--- src/rtl/inst_pkg.sv ---
// Package shared by the instruction encoder and the decoder.
// Holds the opcode constants, the instruction format enum, the FIFO state
// enum and a helper that maps an opcode to its format.
package inst_pkg;

   localparam logic [6:0] OP_LUI    = 7'b0110111;
   localparam logic [6:0] OP_AUIPC  = 7'b0010111;
   localparam logic [6:0] OP_JAL    = 7'b1101111;
   localparam logic [6:0] OP_BRANCH = 7'b1100011;
   localparam logic [6:0] OP_STORE  = 7'b0100011;
   localparam logic [6:0] OP_OP     = 7'b0110011;
   localparam logic [6:0] OP_JALR   = 7'b1100111;
   localparam logic [6:0] OP_LOAD   = 7'b0000011;
   localparam logic [6:0] OP_OPIMM  = 7'b0010011;
   localparam logic [6:0] OP_FENCE  = 7'b0001111;
   localparam logic [6:0] OP_SYSTEM = 7'b1110011;

   typedef enum logic [2:0] {
      FMT_R, FMT_I, FMT_S, FMT_B, FMT_U, FMT_J, FMT_ILLEGAL
   } fmt_e;

   typedef enum logic [1:0] {
      FIFO_EMPTY, FIFO_ONE, FIFO_FULL
   } fifo_state_e;

   function automatic fmt_e classify(input logic [6:0] op);
      fmt_e f;
      case (op)
         OP_LUI, OP_AUIPC:                              f = FMT_U;
         OP_JAL:                                        f = FMT_J;
         OP_BRANCH:                                     f = FMT_B;
         OP_STORE:                                      f = FMT_S;
         OP_OP:                                         f = FMT_R;
         OP_JALR, OP_LOAD, OP_OPIMM, OP_FENCE, OP_SYSTEM: f = FMT_I;
         default:                                       f = FMT_ILLEGAL;
      endcase
      return f;
   endfunction

endpackage

--- src/rtl/inst_fifo.sv ---
// Two-entry, 32-bit valid/ready FIFO.
// Ports:
//   i_clk, i_rst                       clock, synchronous active-high reset
//   i_wr_valid, o_wr_ready, i_wr_data  write side
//   o_rd_valid, i_rd_ready, o_rd_data  read side (o_rd_data is the head entry)
//
// state      | meaning
// FIFO_EMPTY | no entries, o_rd_valid=0, o_wr_ready=1
// FIFO_ONE   | head entry in mem0_q, o_rd_valid=1, o_wr_ready=1
// FIFO_FULL  | head in mem0_q, second in mem1_q, o_wr_ready=0
module inst_fifo
   import inst_pkg::*;
(
   input  logic        i_clk,
   input  logic        i_rst,
   input  logic        i_wr_valid,
   output logic        o_wr_ready,
   input  logic [31:0] i_wr_data,
   output logic        o_rd_valid,
   input  logic        i_rd_ready,
   output logic [31:0] o_rd_data
);

   fifo_state_e state_q;
   logic        valid_q;
   logic        ready_q;
   logic [31:0] mem0_q;
   logic [31:0] mem1_q;
   logic        push;
   logic        pop;

   assign push = i_wr_valid && ready_q;
   assign pop  = valid_q && i_rd_ready;

   always_ff @(posedge i_clk) begin
      if (i_rst) begin
         state_q <= FIFO_EMPTY;
         valid_q <= 1'b0;
         ready_q <= 1'b1;
         mem0_q  <= '0;
         mem1_q  <= '0;
      end else begin
         case (state_q)
            FIFO_EMPTY: begin
               if (push) begin
                  mem0_q  <= i_wr_data;
                  state_q <= FIFO_ONE;
                  valid_q <= 1'b1;
               end
            end
            FIFO_ONE: begin
               if (push && pop) begin
                  mem0_q <= i_wr_data;
               end else if (push) begin
                  mem1_q  <= i_wr_data;
                  state_q <= FIFO_FULL;
                  ready_q <= 1'b0;
               end else if (pop) begin
                  state_q <= FIFO_EMPTY;
                  valid_q <= 1'b0;
               end
            end
            FIFO_FULL: begin
               // ready_q is low here, so a push cannot coincide with the pop
               if (pop) begin
                  mem0_q  <= mem1_q;
                  state_q <= FIFO_ONE;
                  ready_q <= 1'b1;
               end
            end
            default: begin
               state_q <= FIFO_EMPTY;
               valid_q <= 1'b0;
               ready_q <= 1'b1;
            end
         endcase
      end
   end

   assign o_wr_ready = ready_q;
   assign o_rd_valid = valid_q;
   assign o_rd_data  = mem0_q;

endmodule

--- src/rtl/inst_encoder.sv ---
// Instruction encoder: packs RISC-V style field sets into 32-bit words and
// buffers them in a 2-entry FIFO with valid/ready handshakes on both sides.
// Illegal field sets are handshaken but dropped, flagged by a one-cycle o_err.
// Optional build macro: INST_ENCODER_RANGE_CHECK_EN rejects I/S/B field sets
// whose imm[19:12] is not a sign extension of imm[11].
// Ports:
//   i_clk, i_rst                   clock, synchronous active-high reset
//   i_valid, o_ready               input handshake
//   i_op, i_rd, i_rs1, i_rs2       opcode and register fields
//   i_func                         [9:3]=funct7, [2:0]=funct3
//   i_imm                          20-bit immediate
//   o_valid, i_ready, o_inst       output handshake and encoded word
//   o_err                          pulse one cycle after a rejected accept
//   o_inst_cnt                     words pushed (wrapping)
//   o_err_cnt                      rejects (saturating)
module inst_encoder
   import inst_pkg::*;
(
   input  logic        i_clk,
   input  logic        i_rst,
   input  logic        i_valid,
   output logic        o_ready,
   input  logic [6:0]  i_op,
   input  logic [4:0]  i_rd,
   input  logic [4:0]  i_rs1,
   input  logic [4:0]  i_rs2,
   input  logic [9:0]  i_func,
   input  logic [19:0] i_imm,
   output logic        o_valid,
   input  logic        i_ready,
   output logic [31:0] o_inst,
   output logic        o_err,
   output logic [15:0] o_inst_cnt,
   output logic [7:0]  o_err_cnt
);

   fmt_e        fmt;
   logic        legal;
   logic [31:0] inst_d;
   logic        fifo_ready;
   logic        accept;
   logic        push;
   logic        err_q;
   logic [15:0] inst_cnt_q;
   logic [7:0]  err_cnt_q;
   logic [6:0]  funct7;
   logic [2:0]  funct3;

   assign fmt    = classify(i_op);
   assign funct7 = i_func[9:3];
   assign funct3 = i_func[2:0];

   always_comb begin
      legal = (fmt != FMT_ILLEGAL);
`ifdef INST_ENCODER_RANGE_CHECK_EN
      if ((fmt == FMT_I || fmt == FMT_S || fmt == FMT_B) &&
          (i_imm[19:12] != {8{i_imm[11]}}))
         legal = 1'b0;
`endif
   end

   always_comb begin
      inst_d = '0;
      case (fmt)
         FMT_R: inst_d = {funct7, i_rs2, i_rs1, funct3, i_rd, i_op};
         FMT_I: inst_d = {i_imm[11:0], i_rs1, funct3, i_rd, i_op};
         FMT_S: inst_d = {i_imm[11:5], i_rs2, i_rs1, funct3, i_imm[4:0], i_op};
         FMT_B: inst_d = {i_imm[11], i_imm[9:4], i_rs2, i_rs1, funct3,
                          i_imm[3:0], i_imm[10], i_op};
         FMT_U: inst_d = {i_imm[19:0], i_rd, i_op};
         FMT_J: inst_d = {i_imm[19], i_imm[9:0], i_imm[10], i_imm[18:11],
                          i_rd, i_op};
         default: inst_d = '0;
      endcase
   end

   assign accept = i_valid && fifo_ready;
   assign push   = accept && legal;

   inst_fifo u_fifo (
      .i_clk      (i_clk),
      .i_rst      (i_rst),
      .i_wr_valid (i_valid && legal),
      .o_wr_ready (fifo_ready),
      .i_wr_data  (inst_d),
      .o_rd_valid (o_valid),
      .i_rd_ready (i_ready),
      .o_rd_data  (o_inst)
   );

   always_ff @(posedge i_clk) begin
      if (i_rst) begin
         err_q      <= 1'b0;
         inst_cnt_q <= '0;
         err_cnt_q  <= '0;
      end else begin
         err_q <= accept && !legal;
         if (push)
            inst_cnt_q <= inst_cnt_q + 16'd1;
         if (accept && !legal && err_cnt_q != 8'hFF)
            err_cnt_q <= err_cnt_q + 8'd1;
      end
   end

   assign o_ready    = fifo_ready;
   assign o_err      = err_q;
   assign o_inst_cnt = inst_cnt_q;
   assign o_err_cnt  = err_cnt_q;

endmodule
--- config.mk ---
export PLATFORM = sky130hd
export DESIGN_NAME = inst_encoder
export DESIGN_NICKNAME = d
export VERILOG_FILES = /design/src/rtl/inst_pkg.sv /design/src/rtl/inst_fifo.sv /design/src/rtl/inst_encoder.sv
export SDC_FILE = /design/constraint.sdc
export NUM_CORES = 1
export LEC_CHECK = 0
export ABC_CLOCK_PERIOD_IN_PS = 2330
export BUFFER_PORTS_ARGS = -buffer_cell sky130_fd_sc_hd__buf_2
export CAP_MARGIN = 20
export CORE_MARGIN = 2
export CORE_UTILIZATION = 55
export CTS_CLUSTER_DIAMETER = 100
export DETAILED_ROUTE_END_ITERATION = 8
export PLACE_DENSITY = 0.87
export SLEW_MARGIN = 10
export SYNTH_ARGS = -nofsm -noshare
export SYNTH_HDL_FRONTEND = slang
export SYNTH_SLANG_ARGS = --single-unit
--- constraint.sdc ---
create_clock -name i_clk -period 2.33 [get_ports i_clk]
set_input_delay 0.466 -clock i_clk [delete_from_list [all_inputs] [get_ports i_clk]]
set_output_delay 0.466 -clock i_clk [all_outputs]
set_load 0.02 [all_outputs]
# Word-level counts from Yosys, hierarchy flattened
# Index checks and enable logic that the tools add are counted.
dict set report word_totals {
  register_bits 93
}
dict set report op_classes {
  addsub 2
  n_eq_ne 28
  muxes 21
  bitwise 3
  n_reduce_logical 19
}
# cell count
set op_table {}
lappend op_table {{32-bit case mux with 6 select lines} 1}
lappend op_table {{32-bit two-way mux} 3}
lappend op_table {{32-bit case mux with 3 select lines} 1}
lappend op_table {{7-bit == test (second input constant)} 4}
lappend op_table {{7-bit by 6-bit == test with 1-bit output (second input constant)} 3}
lappend op_table {{3-bit case mux with 6 select lines} 1}
lappend op_table {{16-bit by 1-bit adder with 16-bit output (second input constant)} 1}
lappend op_table {{7-bit by 5-bit == test with 1-bit output (second input constant)} 2}
lappend op_table {{4-bit AND reduction} 3}
lappend op_table {{2-bit two-way mux} 5}
lappend op_table {{2-bit by 1-bit inequality test with 1-bit output (second input constant)} 5}
lappend op_table {{8-bit by 1-bit adder with 8-bit output (second input constant)} 1}
lappend op_table {{1-bit logical AND} 8}
lappend op_table {{8-bit inequality test (second input constant)} 1}
lappend op_table {{7-bit by 2-bit == test with 1-bit output (second input constant)} 1}
lappend op_table {{7-bit by 4-bit == test with 1-bit output (second input constant)} 1}
lappend op_table {{1-bit two-way mux} 7}
lappend op_table {{3-bit by 2-bit == test with 1-bit output (second input constant)} 2}
lappend op_table {{3-bit == test (second input constant)} 2}
lappend op_table {{1-bit case mux with 3 select lines} 2}
lappend op_table {{2-bit case mux with 3 select lines} 1}
lappend op_table {{5-bit AND reduction} 1}
lappend op_table {{5-bit OR reduction} 1}
lappend op_table {{2-bit inequality test (second input constant)} 2}
lappend op_table {{other kinds (12)} 14}

# Logic depth before layout (Yosys ltp)
# Gate-level depths: netlist of run 1.
dict set report logic_depth {
  ltp_word 9
  ltp_mapped 10
  ltp_nobuf 6
}

# Modules after synthesis
# A second synthesis of run 1 with hierarchy kept.
dict set report hier_totals {
  cells_unflattened 581
  area_unflattened_um2 5371.4
}
# mod n_inst cells_each area_per_inst_um2 seq_area_each_um2
set modules_own_cells {}
lappend modules_own_cells {inst_fifo 1 319 3289.4 1361.3}
lappend modules_own_cells {inst_encoder 1 262 2082.0 500.5}

# Worst setup path before layout of run 1
# Ideal clock, no wire load.
dict set report synth_path {
  kind {input to register}
  startpoint {input i_op[4]}
  endpoint {register err_cnt_q[5] (netlist: o_err_cnt[5])}
  setup_time_ns 0.123
  arrival_ns 1.938
  setup_slack_ns 0.269
  path_stages 8
  path_buffers 3
  path_cell_list {buf_4 -> and4b_1 -> buf_4 -> o21ai_4 -> a21oi_4 -> buf_6 -> nor4_1 -> mux2_1}
}
dict set report synth_via {
  elab_chain_cells 7
  elab_cells_between_ends 18
}
# item line
set synth_lines {}
lappend synth_lines {{start: declaration} inst_encoder.sv:23} ;# input logic [6:0] i_op,
lappend synth_lines {{7-bit == test (tied with other cells)} inst_pkg.sv:28} ;# case (op)
lappend synth_lines {{5-bit OR reduction / 2-bit OR reduction (equally long branches)} inst_pkg.sv:28}
lappend synth_lines {{3-bit case mux with 6 select lines *} inst_pkg.sv:28}
lappend synth_lines {{3-bit inequality test *} inst_encoder.sv:54} ;# legal = (fmt != FMT_ILLEGAL);
lappend synth_lines {{1-bit zero test *} inst_encoder.sv:100} ;# if (accept && !legal && err_cnt_q != 8'hFF)
lappend synth_lines {{1-bit logical AND * (2 in a row)} inst_encoder.sv:100}
lappend synth_lines {{end signal: assignment} inst_encoder.sv:101} ;# err_cnt_q <= err_cnt_q + 8'd1;
lappend synth_lines {{end: declaration} inst_encoder.sv:45} ;# logic [7:0] err_cnt_q;
# Every way passes the cells marked *; elsewhere a longest branch is shown, timed or not.
# A chain may end at the register's enable or synchronous reset.

# Worst setup path after layout of run 1
dict set report layout_path {
  startpoint {register u_fifo.ready_q (netlist: u_fifo.o_wr_ready)}
  endpoint {register inst_cnt_q[10] (netlist: o_inst_cnt[10])}
}
dict set report layout_via {
  elab_chain_cells 2
}
# item line
set layout_lines {}
lappend layout_lines {{start: declaration} inst_fifo.sv:26} ;# logic ready_q;
lappend layout_lines {{start signal: assignment} inst_fifo.sv:39} ;# ready_q <= 1'b1;
lappend layout_lines {{start signal: assignment} inst_fifo.sv:57} ;# ready_q <= 1'b0;
lappend layout_lines {{start signal: assignment} inst_fifo.sv:68} ;# ready_q <= 1'b1;
lappend layout_lines {{1-bit logical AND} inst_encoder.sv:77} ;# assign accept = i_valid && fifo_ready;
lappend layout_lines {{1-bit logical AND} inst_encoder.sv:78} ;# assign push = accept && legal;
lappend layout_lines {{end signal: assignment} inst_encoder.sv:99} ;# inst_cnt_q <= inst_cnt_q + 16'd1;
lappend layout_lines {{end: declaration} inst_encoder.sv:44} ;# logic [15:0] inst_cnt_q;
# Every way passes these cells.

==> results of run 1 <==
sequential cells by signal (all words and copies together) (netlist names):
register           cells
o_err                  1
o_err_cnt              8
o_inst_cnt            16
u_fifo.mem1_q         32
u_fifo.o_rd_data      32
u_fifo.o_rd_valid      1
u_fifo.o_wr_ready      1
u_fifo.state_q         2
cell usage after synthesis, types with 4 or more instances:
cell type	number
nand3_1	27
clkbuf_1	20
nand4_1	10
inv_1	7
and3b_1	4
o211a_1	5
nor2b_1	9
and2_1	4
or3_1	6
nand2b_1	28
a22o_1	16
buf_4	11
buf_6	5
a211oi_2	6
a221o_1	6
xnor2_1	8
nor4_1	4
o221a_2	5
nand2_1	41
and4_1	4
o21ai_0	10
o211ai_1	6
buf_2	14
nand3b_1	5
nor2_1	60
a32o_1	20
a211o_1	15
a211oi_1	20
a311oi_1	4
nand4b_1	7
a21o_1	5
a21oi_1	35
nor3_1	14
dfxtp_1	93
worst min path at each step:
stage	from	slack, ns	end
floorplan	u_fifo.mem1_q[6]	0.43	u_fifo.o_rd_data[6]
CTS	i_ready	0.36	u_fifo.state_q[1]
global route	i_ready	0.37	u_fifo.state_q[1]
finish	i_ready	0.38	u_fifo.state_q[1]
detailed placement	u_fifo.o_rd_data[27]	0.45	u_fifo.o_rd_data[27]
global placement	u_fifo.mem1_q[6]	0.44	u_fifo.o_rd_data[6]
power groups by stage:
stage	logic, mW	clock network [mW]	registers, mW
3_3_place_gp	0.334	0	1.65
5_1_grt	0.375	1.10	1.62
6_report	0.347	1.04	1.62
2_1_floorplan	0.189	0	1.67
4_1_cts	0.342	1.05	1.62
3_5_place_dp	0.340	0	1.65
worst register-to-register path, stage by stage (launching register included):
cell	delay, ns
dfxtp_1	0.42
nand2_1	0.26
nor4_1	0.50
o21ai_1	0.26
or3_1	0.41
a21oi_1	0.19
cell families (layout without fill, tap and decap cells):
family          count (synthesis)  after routing  synth area share
compound gates                187            187            0.2961
xor+xnor                       11             11           0.01856
fa+ha+maj                       2              2          0.004819
buf+inv                        57            166           0.05976
flops                          93             93            0.3586
mux                             8              8           0.01663
simple gates                  239            239            0.2455
per-stage QoR:
step	power (mW)	setup WS [ns]	cell area [um^2]	hold slack, ns
CTS	3.005	0.2797	6080	0.3584
finish	3.005	0.2252	6080	0.3757
detailed placement	1.993	0.01218	5894	0.4498
global route	3.095	0.1091	6080	0.3739
global placement	1.985	0.02691	5894	0.4436
floorplan	1.854	0.2690	5192	0.4302
placed cells by master, fill, tap and decap left out, types with 6 or more instances in the layout:
cell and instances:
a32o_1 20, nor2_1 60, a221o_1 6, a21oi_1 35, or3_1 6, a22o_1 16, inv_1 7, xnor2_1 8
buf_2 114, nand2b_1 28, a211o_1 15, a211oi_2 6, o21ai_0 10, a211oi_1 20, nand4b_1 7, o211ai_1 6
nand2_1 41, nand4_1 10, nand3_1 27, clkbuf_8 11, nor2b_1 8, nor3_1 13, buf_4 25, dfxtp_1 93
metal layers:
metal  wire [um]  global-route usage  share of wire  vias to the layer above
met5           0                   0              0                        -
met4         446              0.1289          0.031                        0
met3         916             0.04141          0.063                       41
met2        6988              0.4671           0.48                      220
met1        6168              0.3641           0.42                     2533
li1            -                   -              -                     2464
area by class of cell:
cell class / instances / area, um^2 / area share
Clock inverter: 4 / 30.03 / 0.004939
Multi-Input combinational cell: 447 / 3029 / 0.4983
Clock buffer: 12 / 155.1 / 0.02552
Inverter: 7 / 26.28 / 0.004322
Timing Repair Buffer: 143 / 838.3 / 0.1379
Sequential cell: 93 / 1862 / 0.3062
Tap cell: 111 / 138.9 / 0.02284
==> flow_summary_export.csv, run 1 <==
group,metric,value,unit
outcome,status,"finished clean",
sta,hold_violations,0,
yosys,yosysUniqueCellTypes,73,
placed_design,gp_congestion,0.9343,
placed_design,dp.cells,801,
yosys,syn-num-nets,655,
setup_path,slowest_delay,0.50,ns
clock_tree,cts_tree,"built",
die,start_util,0.5646,
yosys,synth_area,0.005192,mm^2
power_and_ir_drop,ir_worst_vdd,314.0,uV
setup_path,critPathArrivalTime,2.40,ns
drt,avgRoutedWirePerCell,17.77,um
clock_tree,cts_setup_buffers,0,
setup_path,cp_num_cells,5,
drt,drt_pass1_iterations,5,
finish,nets,759,
grt,grt_max_degree,64,
setup_path,crit_family,"simple AND/OR/NAND/NOR gates",
clock_tree,clockRootBuffer,"clkbuf_8",
clock_tree,ctsResizeCount,0,
setup_path,crit_path_end_kind,"register",
hold_path,hp-class,"primary input to register",
finish,antenna_cells,0,
finish,syn_to_final_growth,17.08,%
clock_tree,cts_num_sinks,93,
finish,fillers,756,
clock_tree,cts.clk_slew.worst_paths,0.10,ns
power_and_ir_drop,leakage,2.491,nW
die,rows,35,
setup_path,crit_fanout,7,
die,die_area,0.01023,mm^2
clock_tree,clock_path_buffers,2,
setup_path,reg2reg_depth,5,
yosys,syn_area_per_cell,8.698,um^2
sta,fin_crit_sh,0.9033,
setup_path,crit_start,"u_fifo.o_wr_ready",
drt,remaining_drc_errors,0,
die,fp.dieW,101.2,um
finish,drive_above_1_share,0.2720,
power_and_ir_drop,net-switching-power,819.4,uW
grt,grtUsageTotal,0.2819,
setup_path,rr_startpoint,"u_fifo.o_wr_ready",
grt,grt_pass1_vias,4852,
grt,antenna_found_initial,0,
yosys,ys_seq_elements,93,
clock_tree,clkLatencyLatePin,0.37,ns
drt,drt-initial-drc-count,445,
power_and_ir_drop,p_sw_frac,0.2727,
grt,grt_pass1_wl,23020,um
sta,slew_violations,0,
yosys,synth.top_cell.area_share,0.3586,
sta,max_freq,475.1,MHz
sta,finalClockSkew,0.01300,ns
power_and_ir_drop,combPwrFrac,0.116,
yosys,async_reset_ff_frac,0,
power_and_ir_drop,seqPwrFrac,0.538,
power_and_ir_drop,p_per_area,494.3,mW/mm^2
placed_design,hpwl,10340,um
drt,avgViaCountPerCell,6.436,
die,ios,115,
drt,antenna_left,0,
finish,fin_cells,817,
yosys,synthCells,597,
die,core,0.009196,mm^2
setup_path,cp_slowest_cell,"nor4_1",
power_and_ir_drop,p_clk_frac,0.347,
setup_path,criticalPathCategory,"register to register",
yosys,yosysSeqAreaShare,0.3586,
finish,final_util,0.6611,
clock_tree,hold_buffers,0,
sta,rsz0062_at_grt,"no",
power_and_ir_drop,internal-power,2.186,mW
clock_tree,htree_num_levels,3,
sta,timing.slew.headroom,0.5286,
yosys,yosys_warnings,0,
placed_design,io_buffers,114,
yosys,synthFlopType,"dfxtp_1",
setup_path,crit_buf_inv,0,
clock_tree,numCtsBuffers,9,
setup_path,r2r_slack,0.23,ns
hold_path,min_path_cells,2,
drt,finalWirelength,14520,um
sta,final.min_clock_period,2.105,ns
setup_path,cp-start-kind,"register",
drt,vias,5258,
sta,tns,0,ns
yosys,synth_edf_count,0,
grt,grt_overflow,0,
die,fp.dieH,101.2,um
yosys,yosys.area.top_type,"dfxtp_1",
setup_path,timing.rr.end,"o_inst_cnt[10]",
sta,worst_pin_slew,0.7018,ns
setup_path,worstSetupEndpoint,"o_inst_cnt[10]",
setup_path,required,2.62,ns
sta,final-setup-viol-count,0,
yosys,synthTopCellsByArea,"dfxtp_1 36%, nor2_1 4.3%, a32o_1 3.9%, a21oi_1 3.4%, nand2b_1 3.4%",
job,maxCapViolations,0,
setup_path,path_cells,"nand2_1 > nor4_1 > o21ai_1 > or3_1 > a21oi_1",
(Power assumes the default switching activity.)
==> inputs of run 2 (changes only) <==
- ABC_CLOCK_PERIOD_IN_PS: 2330 -> 1900
- CORE_UTILIZATION: 55 -> 49
- PLACE_DENSITY: 0.87 -> 0.82
- REMOVE_ABC_BUFFERS: unset -> 1
- clock period: 2.33 -> 1.9 ns (I/O delays scaled with it)
==> run 2 against run 1 <==
First-iteration DRC count down 24%; core utilization down 2.7 points; power up 30%; worst setup slack worse by 0.10 ns; final area up 7.6%.
==> flow_summary_export.csv, run 2 (synthesis gave the netlist of run 1 again) <==
group,metric,value,unit
outcome,status,"finished clean",
grt,grt_overflow,0,
finish,seq_area,0.001862,mm^2
clock_tree,cts_num_sinks,93,
clock_tree,ctsResizeCount,0,
die,die_area,0.01144,mm^2
drt,vias,5351,
clock_tree,cts_setup_buffers,0,
die,fp.dieH,106.9,um
setup_path,required,2.18,ns
finish,multiInputGateArea,0.003050,mm^2
finish,syn_to_final_growth,25.98,%
die,rows,37,
setup_path,critPathArrivalTime,2.06,ns
power_and_ir_drop,leakage,2.741,nW
finish,final_cell_mix,"114 x buf_2, 93 x dfxtp_1, 63 x buf_4",
drt,antenna_left,0,
sta,whs,0.2792,ns
clock_tree,cts_tree,"built",
die,ios,115,
finish,nets,802,
finish,antenna_cells,0,
drt,avgViaCountPerCell,6.046,
placed_design,pre_cts_slack,-0.2729,ns
sta,hold_violations,0,
power_and_ir_drop,p_per_area,595.3,mW/mm^2
die,start_util,0.5030,
power_and_ir_drop,power,3.894,mW
clock_tree,clkLatencyLatePin,0.37,ns
drt,route.met3.wl,1057,um
sta,rsz0062_at_grt,"no",
placed_design,gp_congestion,0.8979,
drt,remaining_drc_errors,0,
sta,finalClockSkew,0.01109,ns
die,core,0.01032,mm^2
finish,drive_above_1_share,0.3204,
sta,max_freq,563.2,MHz
placed_design,io_buffers,114,
clock_tree,htree_num_levels,3,
hold_path,hp-class,"primary input to register",
finish,final_common_cell,"buf_2",
clock_tree,hold_buffers,0,
sta,timing.slew.headroom,0.5755,
sta,setup_ws,0.1243,ns
grt,grt_pass1_wl,25460,um
finish,final_util,0.6336,
drt,wirelength_met1,6666,um
die,fp.dieW,106.9,um
power_and_ir_drop,ir_worst_vdd,329.4,uV
clock_tree,clock_path_buffers,2,
setup_path,criticalPathCategory,"primary input to register",
grt,grt_pass1_vias,5239,
grt,antenna_found_initial,0,
finish,fillers,885,
placed_design,dpl_cell_area,0.006311,mm^2
clock_tree,cts.clk_slew.worst_paths,0.10,ns
drt,route.top_layer_used,"met4",
sta,final.min_clock_period,1.776,ns
sta,worst_pin_slew,0.6361,ns
drt,drt_pass1_iterations,5,
setup_path,crit_path_end_kind,"register",
drt,dr_wl_met2,7627,um
grt,grt_max_degree,41,
drt,avgRoutedWirePerCell,17.64,um
sta,fin_crit_sh,0.9346,
clock_tree,clockRootBuffer,"clkbuf_8",
sta,final-setup-viol-count,0,
drt,finalWirelength,15610,um
sta,slew_violations,0,
job,maxCapViolations,0,
setup_path,crit_fanout,14,
setup_path,cp-start-kind,"primary input",
drt,drt-initial-drc-count,336,
finish,stdcell_area,0.006541,mm^2
placed_design,hpwl,11340,um
grt,grtUsageTotal,0.2768,
clock_tree,numCtsBuffers,9,
[run 2: cell count changes in the layout (fill, tap and decap cells not counted), moves of 2 or more]
cell / delta
inv_6: -2
nor4_1: -2
clkinv_4: +2
buf_12: +5
buf_4: +38
nor4_2: +2
[run 2: critical path, cell delays in order]
cell,delay (ns)
buf_2,0.20
or3b_2,0.49
a21boi_1,0.34
o21ai_0,0.19
and3b_1,0.21
a211oi_1,0.24
[run 2: path summary, 6_finish.rpt]
| kind | from | endpoint | slack [ns] | cells past startpoint |
|---|---|---|---|---|
| hold / removal | i_ready | u_fifo.state_q[1] | 0.28 | 2 |
| setup reg to reg | u_fifo.o_wr_ready | u_fifo.mem1_q[9] | 0.16 | 7 |
| hold reg to reg | u_fifo.o_rd_data[20] | u_fifo.o_rd_data[20] | 0.47 | 1 |
| setup / recovery | i_op[6] | u_fifo.mem1_q[22] | 0.12 | 6 |
[run 2: where the power goes]
group	leakage (nW)	internal (mW)	switching (mW)
registers	0.750	1.97	0.0129
clock network	0.104	0.656	0.754
logic	1.89	0.211	0.294
total	2.74	2.83	1.06
[run 2: cell type report]
cell class | count | share of cell area
multi-input combinational | 447 | 0.4663
sequential | 93 | 0.2846
timing repair buffer | 186 | 0.1871
tap | 136 | 0.02601
clock buffer | 10 | 0.02104
clock inverter | 6 | 0.01090
inverter | 7 | 0.004017
[run 2: layer usage]
| layer | vias up | track usage |
|---|---|---|
| met4 | 0 | 0.08905 |
| met5 | - | 0 |
| li1 | 2541 | - |
| met1 | 2550 | 0.3521 |
| met2 | 235 | 0.4795 |
| met3 | 25 | 0.04316 |
[run 2: through the flow]
step,TNS (ns),instances
floorplan,-61.89,547
global placement,-8.847,869
detailed placement,-11.44,869
CTS,0,885
global route,0,885
finish,0,885
==> inputs of run 3 (changes only) <==
- REMOVE_ABC_BUFFERS: 1 -> unset
- TNS_END_PERCENT: unset -> 30
==> run 3 against run 2 <==
Critical path depth increased by 1; core utilization is 0.39 points higher; clock power down 9%; clock-buffer cell count down 1; final cell count increased by 0.34%; register-to-register slack worse by 0.04 ns; hold slack improved by 0.032 ns; power down 3.2%; via count is 2.7% higher; first-iteration DRC count up 69%; routed wire length shrank 0.92%; critical path type unchanged.
==> flow_summary_export.csv, run 3 (synthesis gave the netlist of run 1 again) <==
group,metric,value,unit
outcome,status,"finished clean",
power_and_ir_drop,leakage,2.743,nW
sta,max_freq,539.3,MHz
drt,drt_pass1_iterations,7,
power_and_ir_drop,p_sw_frac,0.2896,
power_and_ir_drop,p_per_area,572.8,mW/mm^2
finish,nets,805,
grt,grt_overflow,0,
finish,antenna_cells,0,
power_and_ir_drop,ir_worst_vdd,349.2,uV
sta,timing.slew.headroom,0.4619,
sta,worst_pin_slew,0.8010,ns
setup_path,cp_slowest_cell,"nor3_1",
setup_path,crit_fanout,14,
setup_path,crit_path_end_kind,"register",
drt,finalWirelength,15470,um
drt,vias,5494,
sta,rsz0062_at_grt,"no",
setup_path,required,2.18,ns
clock_tree,numCtsBuffers,9,
grt,grt_pass1_wl,25010,um
clock_tree,htree_num_levels,3,
die,die_area,0.01144,mm^2
die,start_util,0.5030,
drt,avgViaCountPerCell,6.187,
placed_design,hpwl,11410,um
drt,remaining_drc_errors,0,
setup_path,reg2reg_depth,6,
clock_tree,hold_buffers,0,
hold_path,min_path_cells,3,
grt,antenna_found_initial,0,
clock_tree,ctsResizeCount,0,
sta,hold_violations,0,
grt,grtUsageTotal,0.2735,
job,maxCapViolations,0,
setup_path,criticalPathCategory,"primary input to register",
drt,antenna_left,0,
finish,final_cell_mix,"114 x buf_2, 93 x dfxtp_1, 63 x buf_4",
hold_path,hp-class,"primary input to register",
clock_tree,clkLatencyLatePin,0.38,ns
power_and_ir_drop,internal-power,2.678,mW
sta,whs,0.3109,ns
finish,final_common_cell,"buf_2",
grt,grt_max_degree,44,
setup_path,path_cells,"buf_2 > nand3b_1 > nor3_1 > a221o_1 > buf_4 > a21oi_1 > a211oi_1",
die,rows,37,
drt,avgRoutedWirePerCell,17.42,um
die,fp.dieW,106.9,um
sta,slew_violations,0,
power_and_ir_drop,seqPwrFrac,0.525,
sta,finalClockSkew,0.01341,ns
finish,fillers,845,
clock_tree,cts_num_sinks,93,
finish,final_util,0.6375,
grt,grt_pass1_vias,5217,
sta,fin_crit_sh,0.9760,
sta,final.min_clock_period,1.854,ns
setup_path,cp-start-kind,"primary input",
clock_tree,cts_setup_buffers,0,
die,ios,115,
finish,drive_above_1_share,0.3245,
power_and_ir_drop,net-switching-power,1.092,mW
clock_tree,cts.clk_slew.worst_paths,0.10,ns
drt,drt-initial-drc-count,569,
power_and_ir_drop,combPwrFrac,0.136,
clock_tree,clock_path_buffers,2,
die,fp.dieH,106.9,um
setup_path,critPathArrivalTime,2.13,ns
sta,final-setup-viol-count,0,
die,core,0.01032,mm^2
clock_tree,cts_tree,"built",
placed_design,io_buffers,114,
placed_design,gp_congestion,0.8908,
clock_tree,clockRootBuffer,"clkbuf_8",
setup_path,slowest_delay,0.68,ns
power_and_ir_drop,p_clk_frac,0.339,
finish,syn_to_final_growth,26.75,%
## run 3: layout make-up
class / instances / area, um^2 / share of cell area
flip-flops and latches: 93 / 1862 / 0.2829
clock inverters: 7 / 57.56 / 0.008745
well taps: 136 / 170.2 / 0.02586
repair buffers: 189 / 1284 / 0.1951
multi-input cells: 447 / 3058 / 0.4646
inverters: 7 / 26.28 / 0.003992
clock buffers: 9 / 123.9 / 0.01882
## run 3: metrics by stage
step	worst slack [ns]	instance area, um^2	total power [mW]	TNS (ns)	cells
finish	0.04561	6581	3.769	0	888
global route	0.01104	6581	3.910	0	888
CTS	0.04474	6565	3.772	0	888
detailed placement	-0.2466	6384	2.524	-7.484	872
global placement	-0.1423	6384	2.510	-2.975	872
floorplan	-0.01953	5220	2.278	-0.01953	597
## run 3: layer usage
layer  track usage  wire, um
met1        0.3595      6588
met2        0.4459      7203
met3       0.04802      1278
met4        0.1085       397
met5             0         0
## run 3: final timing paths
| check | start | endpoint | slack, ns |
|---|---|---|---|
| max | i_op[5] | u_fifo.mem1_q[30] | 0.05 |
| max reg2reg | u_fifo.state_q[1] | u_fifo.o_rd_data[13] | 0.12 |
| min | i_ready | u_fifo.state_q[1] | 0.31 |
| min reg2reg | u_fifo.mem1_q[6] | u_fifo.o_rd_data[6] | 0.46 |
## run 3: worst max-delay path, delay by kind of cell
family	cells	cell delay (ns)
compound gates	3	0.58
buf+inv	2	0.35
simple gates	2	0.82
## run 3: power groups by stage
stage	clock network, mW	registers [mW]	logic, mW
finish	1.28	1.98	0.513
global route	1.38	1.98	0.547
detailed placement	0	2.02	0.500
global placement	0	2.02	0.487
floorplan	0	2.04	0.236
CTS	1.29	1.98	0.502
